==> config.mk <==
export PLATFORM = sky130hd
export DESIGN_NAME = fifo_nibble_packer_flat
export DESIGN_NICKNAME = d
export VERILOG_FILES = /design/src/rtl/fifo_pkg.sv /design/src/rtl/fifo_nibble_packer_if.sv /design/src/rtl/fifo_nibble_packer.sv /design/src/flat_wrapper.sv
export SDC_FILE = /design/constraint.sdc
export NUM_CORES = 1
export LEC_CHECK = 0
export CELL_PAD_IN_SITES_DETAIL_PLACEMENT = 0
export CELL_PAD_IN_SITES_GLOBAL_PLACEMENT = 1
export CORE_MARGIN = 10
export CORE_UTILIZATION = 34
export CTS_BUF_LIST = sky130_fd_sc_hd__clkbuf_2
export DETAILED_ROUTE_END_ITERATION = 12
export GPL_ROUTABILITY_DRIVEN = 0
export GPL_TIMING_DRIVEN = 0
export PLACE_DENSITY_LB_ADDON = 0.15
export SYNTH_ARGS = -nofsm -noshare
export SYNTH_HDL_FRONTEND = slang
export SYNTH_SLANG_ARGS = --single-unit
==> constraint.sdc <==
create_clock -name clk -period 1.5 [get_ports clk]
set_clock_uncertainty 0.05 [all_clocks]
set_input_delay 0.15 -clock clk [delete_from_list [all_inputs] [get_ports clk]]
set_output_delay 0.15 -clock clk [all_outputs]
set_load 0.005 [all_outputs]
==> src/rtl/fifo_pkg.sv <==
// Shared constants and FSM state type for the read side of the 4-bit async FIFO.
package fifo_pkg;

  localparam int FIFO_DATA_WIDTH = 4;
  localparam int FIFO_ADDR_WIDTH = 4;

  localparam logic [FIFO_DATA_WIDTH-1:0] PAD_NIBBLE_DEFAULT = 4'h0;

  typedef enum logic [2:0] {
    FETCH_LO,
    WAIT_LO,
    FETCH_HI,
    WAIT_HI,
    OUT
  } pack_state_e;

endpackage

==> src/rtl/fifo_nibble_packer_if.sv <==
// FIFO read port plus byte valid/ready port of the nibble packer; master is the packer side.
interface fifo_nibble_packer_if #(
  parameter int DATA_WIDTH = 4
) ();

  logic                    fifo_empty;
  logic [DATA_WIDTH-1:0]   fifo_rdata;
  logic                    fifo_rinc;

  logic [2*DATA_WIDTH-1:0] out_data;
  logic                    out_valid;
  logic                    out_ready;
  logic                    out_partial;

  modport master (
    input  fifo_empty,
    input  fifo_rdata,
    output fifo_rinc,
    output out_data,
    output out_valid,
    input  out_ready,
    output out_partial
  );

  modport slave (
    output fifo_empty,
    output fifo_rdata,
    input  fifo_rinc,
    input  out_data,
    input  out_valid,
    output out_ready,
    input  out_partial
  );

endinterface

==> src/rtl/fifo_nibble_packer.sv <==
// Pops nibbles from the async FIFO read port, packs pairs into bytes and offers them on
// a valid/ready port; flush lets a lone first nibble out padded with PAD_NIBBLE.
module fifo_nibble_packer
  import fifo_pkg::*;
#(
  parameter int                    DATA_WIDTH = FIFO_DATA_WIDTH,
  parameter int                    RD_LATENCY = 1,
  parameter bit                    LO_FIRST   = 1'b1,
  parameter logic [DATA_WIDTH-1:0] PAD_NIBBLE = DATA_WIDTH'(PAD_NIBBLE_DEFAULT)
) (
  input  logic                 clk,
  input  logic                 rst_n,
  input  logic                 flush,
  fifo_nibble_packer_if.master bus,
  output logic [7:0]           byte_count
);

  // RD_LATENCY is 1 or 2, so a single bit covers the wait counter.
  localparam logic LAT_LAST = 1'(RD_LATENCY - 1);

  pack_state_e             state_q, state_d;
  logic                    lat_q, lat_d;
  logic [DATA_WIDTH-1:0]   first_q, first_d;
  logic [2*DATA_WIDTH-1:0] data_q, data_d;
  logic                    valid_q, valid_d;
  logic                    partial_q, partial_d;
  logic [7:0]              count_q, count_d;
  logic                    pop;

  function automatic logic [2*DATA_WIDTH-1:0] pack(input logic [DATA_WIDTH-1:0] first,
                                                   input logic [DATA_WIDTH-1:0] second);
    return LO_FIRST ? {second, first} : {first, second};
  endfunction

  // NOTE: every variable gets its hold value first so no path leaves it unassigned (no latches).
  always_comb begin
    pop       = ((state_q == FETCH_LO) || (state_q == FETCH_HI)) && !bus.fifo_empty;
    state_d   = state_q;
    lat_d     = lat_q;
    first_d   = first_q;
    data_d    = data_q;
    valid_d   = valid_q;
    partial_d = partial_q;
    count_d   = count_q;

    unique case (state_q)
      FETCH_LO: begin
        if (pop) begin
          state_d = WAIT_LO;
          lat_d   = 1'b0;
        end
      end
      WAIT_LO: begin
        lat_d = lat_q + 1'b1;
        if (lat_q == LAT_LAST) begin
          first_d = bus.fifo_rdata;
          state_d = FETCH_HI;
        end
      end
      FETCH_HI: begin
        // A pop outranks flush so a nibble already in the FIFO is never padded away.
        if (pop) begin
          state_d = WAIT_HI;
          lat_d   = 1'b0;
        end else if (flush) begin
          data_d    = pack(first_q, PAD_NIBBLE);
          partial_d = 1'b1;
          valid_d   = 1'b1;
          state_d   = OUT;
        end
      end
      WAIT_HI: begin
        lat_d = lat_q + 1'b1;
        if (lat_q == LAT_LAST) begin
          data_d    = pack(first_q, bus.fifo_rdata);
          partial_d = 1'b0;
          valid_d   = 1'b1;
          state_d   = OUT;
        end
      end
      OUT: begin
        if (valid_q && bus.out_ready) begin
          valid_d = 1'b0;
          count_d = count_q + 8'd1;
          state_d = FETCH_LO;
        end
      end
      default: state_d = FETCH_LO;
    endcase
  end

  // NOTE: state registers use non-blocking assignments so every flop samples pre-edge values.
  always_ff @(posedge clk or negedge rst_n) begin
    if (!rst_n) begin
      state_q   <= FETCH_LO;
      lat_q     <= 1'b0;
      first_q   <= '0;
      data_q    <= '0;
      valid_q   <= 1'b0;
      partial_q <= 1'b0;
      count_q   <= '0;
    end else begin
      state_q   <= state_d;
      lat_q     <= lat_d;
      first_q   <= first_d;
      data_q    <= data_d;
      valid_q   <= valid_d;
      partial_q <= partial_d;
      count_q   <= count_d;
    end
  end

  assign bus.fifo_rinc   = pop;
  assign bus.out_data    = data_q;
  assign bus.out_valid   = valid_q;
  assign bus.out_partial = partial_q;
  assign byte_count      = count_q;

endmodule

==> src/flat_wrapper.sv <==
// flat-port wrapper written by rule: the top's interface ports become plain ports
module fifo_nibble_packer_flat import fifo_pkg::*;
#(
  parameter int                    DATA_WIDTH = FIFO_DATA_WIDTH,
  parameter int                    RD_LATENCY = 1,
  parameter bit                    LO_FIRST   = 1'b1,
  parameter logic [DATA_WIDTH-1:0] PAD_NIBBLE = DATA_WIDTH'(PAD_NIBBLE_DEFAULT)
)
  (clk, rst_n, flush, byte_count, bus_fifo_empty, bus_fifo_rdata, bus_fifo_rinc, bus_out_data, bus_out_valid, bus_out_ready, bus_out_partial);
  fifo_nibble_packer_if #(.DATA_WIDTH(DATA_WIDTH)) bus_i ();
  input  logic clk;
  input  logic rst_n;
  input  logic flush;
  output logic [7:0] byte_count;
  input wire logic [$bits(bus_i.fifo_empty)-1:0] bus_fifo_empty;
  input wire logic [$bits(bus_i.fifo_rdata)-1:0] bus_fifo_rdata;
  output wire logic [$bits(bus_i.fifo_rinc)-1:0] bus_fifo_rinc;
  output wire logic [$bits(bus_i.out_data)-1:0] bus_out_data;
  output wire logic [$bits(bus_i.out_valid)-1:0] bus_out_valid;
  input wire logic [$bits(bus_i.out_ready)-1:0] bus_out_ready;
  output wire logic [$bits(bus_i.out_partial)-1:0] bus_out_partial;
  assign bus_i.fifo_empty = bus_fifo_empty;
  assign bus_i.fifo_rdata = bus_fifo_rdata;
  assign bus_fifo_rinc = bus_i.fifo_rinc;
  assign bus_out_data = bus_i.out_data;
  assign bus_out_valid = bus_i.out_valid;
  assign bus_i.out_ready = bus_out_ready;
  assign bus_out_partial = bus_i.out_partial;
  fifo_nibble_packer #(.DATA_WIDTH(DATA_WIDTH), .RD_LATENCY(RD_LATENCY), .LO_FIRST(LO_FIRST), .PAD_NIBBLE(PAD_NIBBLE)) u_core (.clk(clk), .rst_n(rst_n), .flush(flush), .bus(bus_i), .byte_count(byte_count));
endmodule
==> qor.yml <==
status: "complete, but fails checks"
violations: "setup timing"
crit_path_end_kind: "flop"
hold_viol_final: 0
setup_violations: 13
grt_overflow: 0
dp_hpwl_um: 1780
core_sq_um: 3130
area_growth_pct: 54.8
fin_util_pct: 56.4
grt_pass1_wl_um: 4490
synth_fp_nets: 107
cp_data_required_time_ns: 1.76
fmax_ghz: 0.595
drv_slew: 0
clkLatencyLatePin_ns: 0.37
fin_nets: 156
numCtsBuffers: 3
cap_viol_max_count: 0
regArea_sq_um: 654
rsz0062_at_grt: "yes"
fin_setup_tns_ns: -0.895
numPortBuffers: 27
p_per_area_nw_per_um2: 1720
synth.area.top_cells: "dfrtp_1 (57%), mux2_2 (8.9%), mux2i_1 (4.4%), xnor2_1 (3.8%), nand2_1 (3.6%)"
clk_pin_slew_ns: 0.27
yosys_warnings: 0
fillers: 287
pin_count: 28
post_drt_via_cell_ratio: 4.50
multi_input_area_sq_um: 553
min_path_type: "input pin to flop"
layout-drive-gt1-share_pct: 33.8
drc: 0
synth-compound-area-share_pct: 2.85
syn_area_per_cell_sq_um: 11.8
dr.pass1.iters: 3
antenna_cells: 0
wirelength_um: 2750
synth_edf_count: 0
timing.final.crit_share_pct: 112
ys_seq_area_share_pct: 57.1
cts_tree: "yes"
finalPower_w: 0.00303
syn-cell-area_sq_um: 1140
grt_pass1_vias: 903
period_minus_slack_ns: 1.68
via_count: 851
die_w_um: 77.9
cts_sinks: 26
p_leak_nw: 0.962
synth_ff_type: "dfrtp_1"
crit_path_cell_trace: "buf_6, or3b_4, or3b_4, xnor2_2"
synthCells: 97
worstPathArrival_ns: 1.94
path_class: "flop to flop"
grtUsageTotal_pct: 9.01
initial_utilization_pct: 36.4
die_h_um: 77.9
cp_common_cell: "or3b_4"
fin_hold_ws_ns: 0.267
clock_path_buffers: 2
htreeDepth: 1
root_buffer: "clkbuf_2"
antenna_found_initial: 0
slowest_stage: "dfrtp_2"
drt_first_iter_violations: 37
synth_top_area_share_pct: 57.1
synth_top_family_by_area: "simple AND/OR/NAND/NOR gates"
wl_per_cell_um: 14.6
tightest_slew_ns: 1.14
synth_area_leader_cell: "dfrtp_1"
slew-limit-headroom_pct: 23.7
cp-start-kind: "flop"
synth_xor_area_share_pct: 6.15
cp_max_fo: 6
synth_fa_ha_area_share_pct: 1.10
cts_hold_buffers: 0
ir_drop_v: 0.000731
synthMuxAreaShare_pct: 13.3
ys_ff_latch: 26
yosysMostFrequentCell: "dfrtp_1"
async_flop_share_pct: 100
yosys.area_share.simple_pct: 16.8
ys_types: 28
drtAntennaViolNets: 0
fin_ws_ns: -0.179
die_area_sq_um: 6070
grt_start_max_net_pins: 27
cpPeakStageDelay_ns: 0.48
synth_common_cells: "dfrtp_1 (26), nand2_1 (11), mux2_2 (9)"
rows: 20
## sequential cells by signal, summed over array words and instances, names as in the netlist
name	count
u_core.lat_q	1
u_core.byte_count	8
u_core.bus.out_partial	1
u_core.bus.out_data	8
u_core.bus.out_valid	1
u_core.state_q	3
u_core.first_q	4
## layout make-up
| type | instances | share of cell area [%] |
|---|---|---|
| buffer | 1 | 0.638 |
| sequential | 26 | 37.1 |
| clock inverter | 1 | 1.70 |
| tap | 44 | 3.12 |
| timing repair buffer | 45 | 24.0 |
| inverter | 6 | 1.28 |
| clock buffer | 3 | 0.851 |
| multi-input combinational | 63 | 31.3 |
## cell families (layout without fill, tap and decap cells)
group | count (synthesis) | in the layout
muxes | 14 | 14
adders and majority gates | 1 | 1
DFF | 26 | 26
buffers and inverters | 8 | 56
and+or+nand+nor | 34 | 34
AOI/OAI and AO/OA | 6 | 6
xor gates and xnor gates | 8 | 8
## stage by stage
stage	setup slack [ns]	std cells	cell area (sq um)
3_5_place_dp	-0.401	168	1480
6_report	-0.179	189	1760
2_1_floorplan	-0.0204	97	1150
3_3_place_gp	-0.392	168	1480
4_1_cts	-0.139	185	1680
5_1_grt	-0.195	189	1760
## per-layer routing
layer  share of wire, %  up-vias  global-route usage [%]  routed length (um)
met2                 47       18                    14.8                1290
met3                7.3        2                    4.38                 201
met5                  0        -                       0                   0
met1                 45      408                    10.8                1240
met4               0.47        0                    1.08                  13
li1                   -      423                       -                   -
## critical path: cells and delay by family, from the launching register on
family,cells,cell delay (ns)
xor gates and xnor gates,1,0.14
buffers and inverters,1,0.13
DFF,1,0.48
and+or+nand+nor,2,0.82
## worst paths after layout
path | start | to | slack (ns) | cells past startpoint
worst max-delay path | u_core.state_q[0]$_DFFE_PN0P_ | u_core.byte_count[6]$_DFFE_PN0P_ | -0.18 | 4
worst min-delay path | bus_fifo_rdata[0] | u_core.bus.out_data[4]$_DFFE_PN0P_ | 0.27 | 3
worst max register to register | u_core.state_q[0]$_DFFE_PN0P_ | u_core.byte_count[6]$_DFFE_PN0P_ | -0.18 | 4
worst min register to register | u_core.state_q[2]$_DFFE_PN0P_ | u_core.state_q[1]$_DFFE_PN0P_ | 0.47 | 1
max in group asynchronous | rst_n | u_core.state_q[2]$_DFFE_PN0P_ | 0.35 | 1
min in group asynchronous | rst_n | u_core.state_q[0]$_DFFE_PN0P_ | 0.28 | 1
## layout by cell type, fill, tap and decap left out, types with 4 or more instances in the layout
cell type,n
buf_4,13
dfrtp_1,23
xnor2_1,4
dlymetal6s2s_1,7
mux2i_1,5
dlygate4sd2_1,11
buf_6,6
mux2_4,8
nand2_1,11
inv_1,6
clkdlybuf4s50_1,8
## power by group
part	internal [W]	switching (W)	total, W
clock	0.000229	0.000224	0.000453
combinational	0.000842	0.000549	0.00139
sequential	0.000979	0.000206	0.00118
## repair_timing
item,CTS,global route
resized for setup,37,19
setup endpoints to repair,30,28
cloned,0,0
buffers inserted,13,5
pin swaps,8,11
No activity file was read; power rests on OpenSTA's default activity.
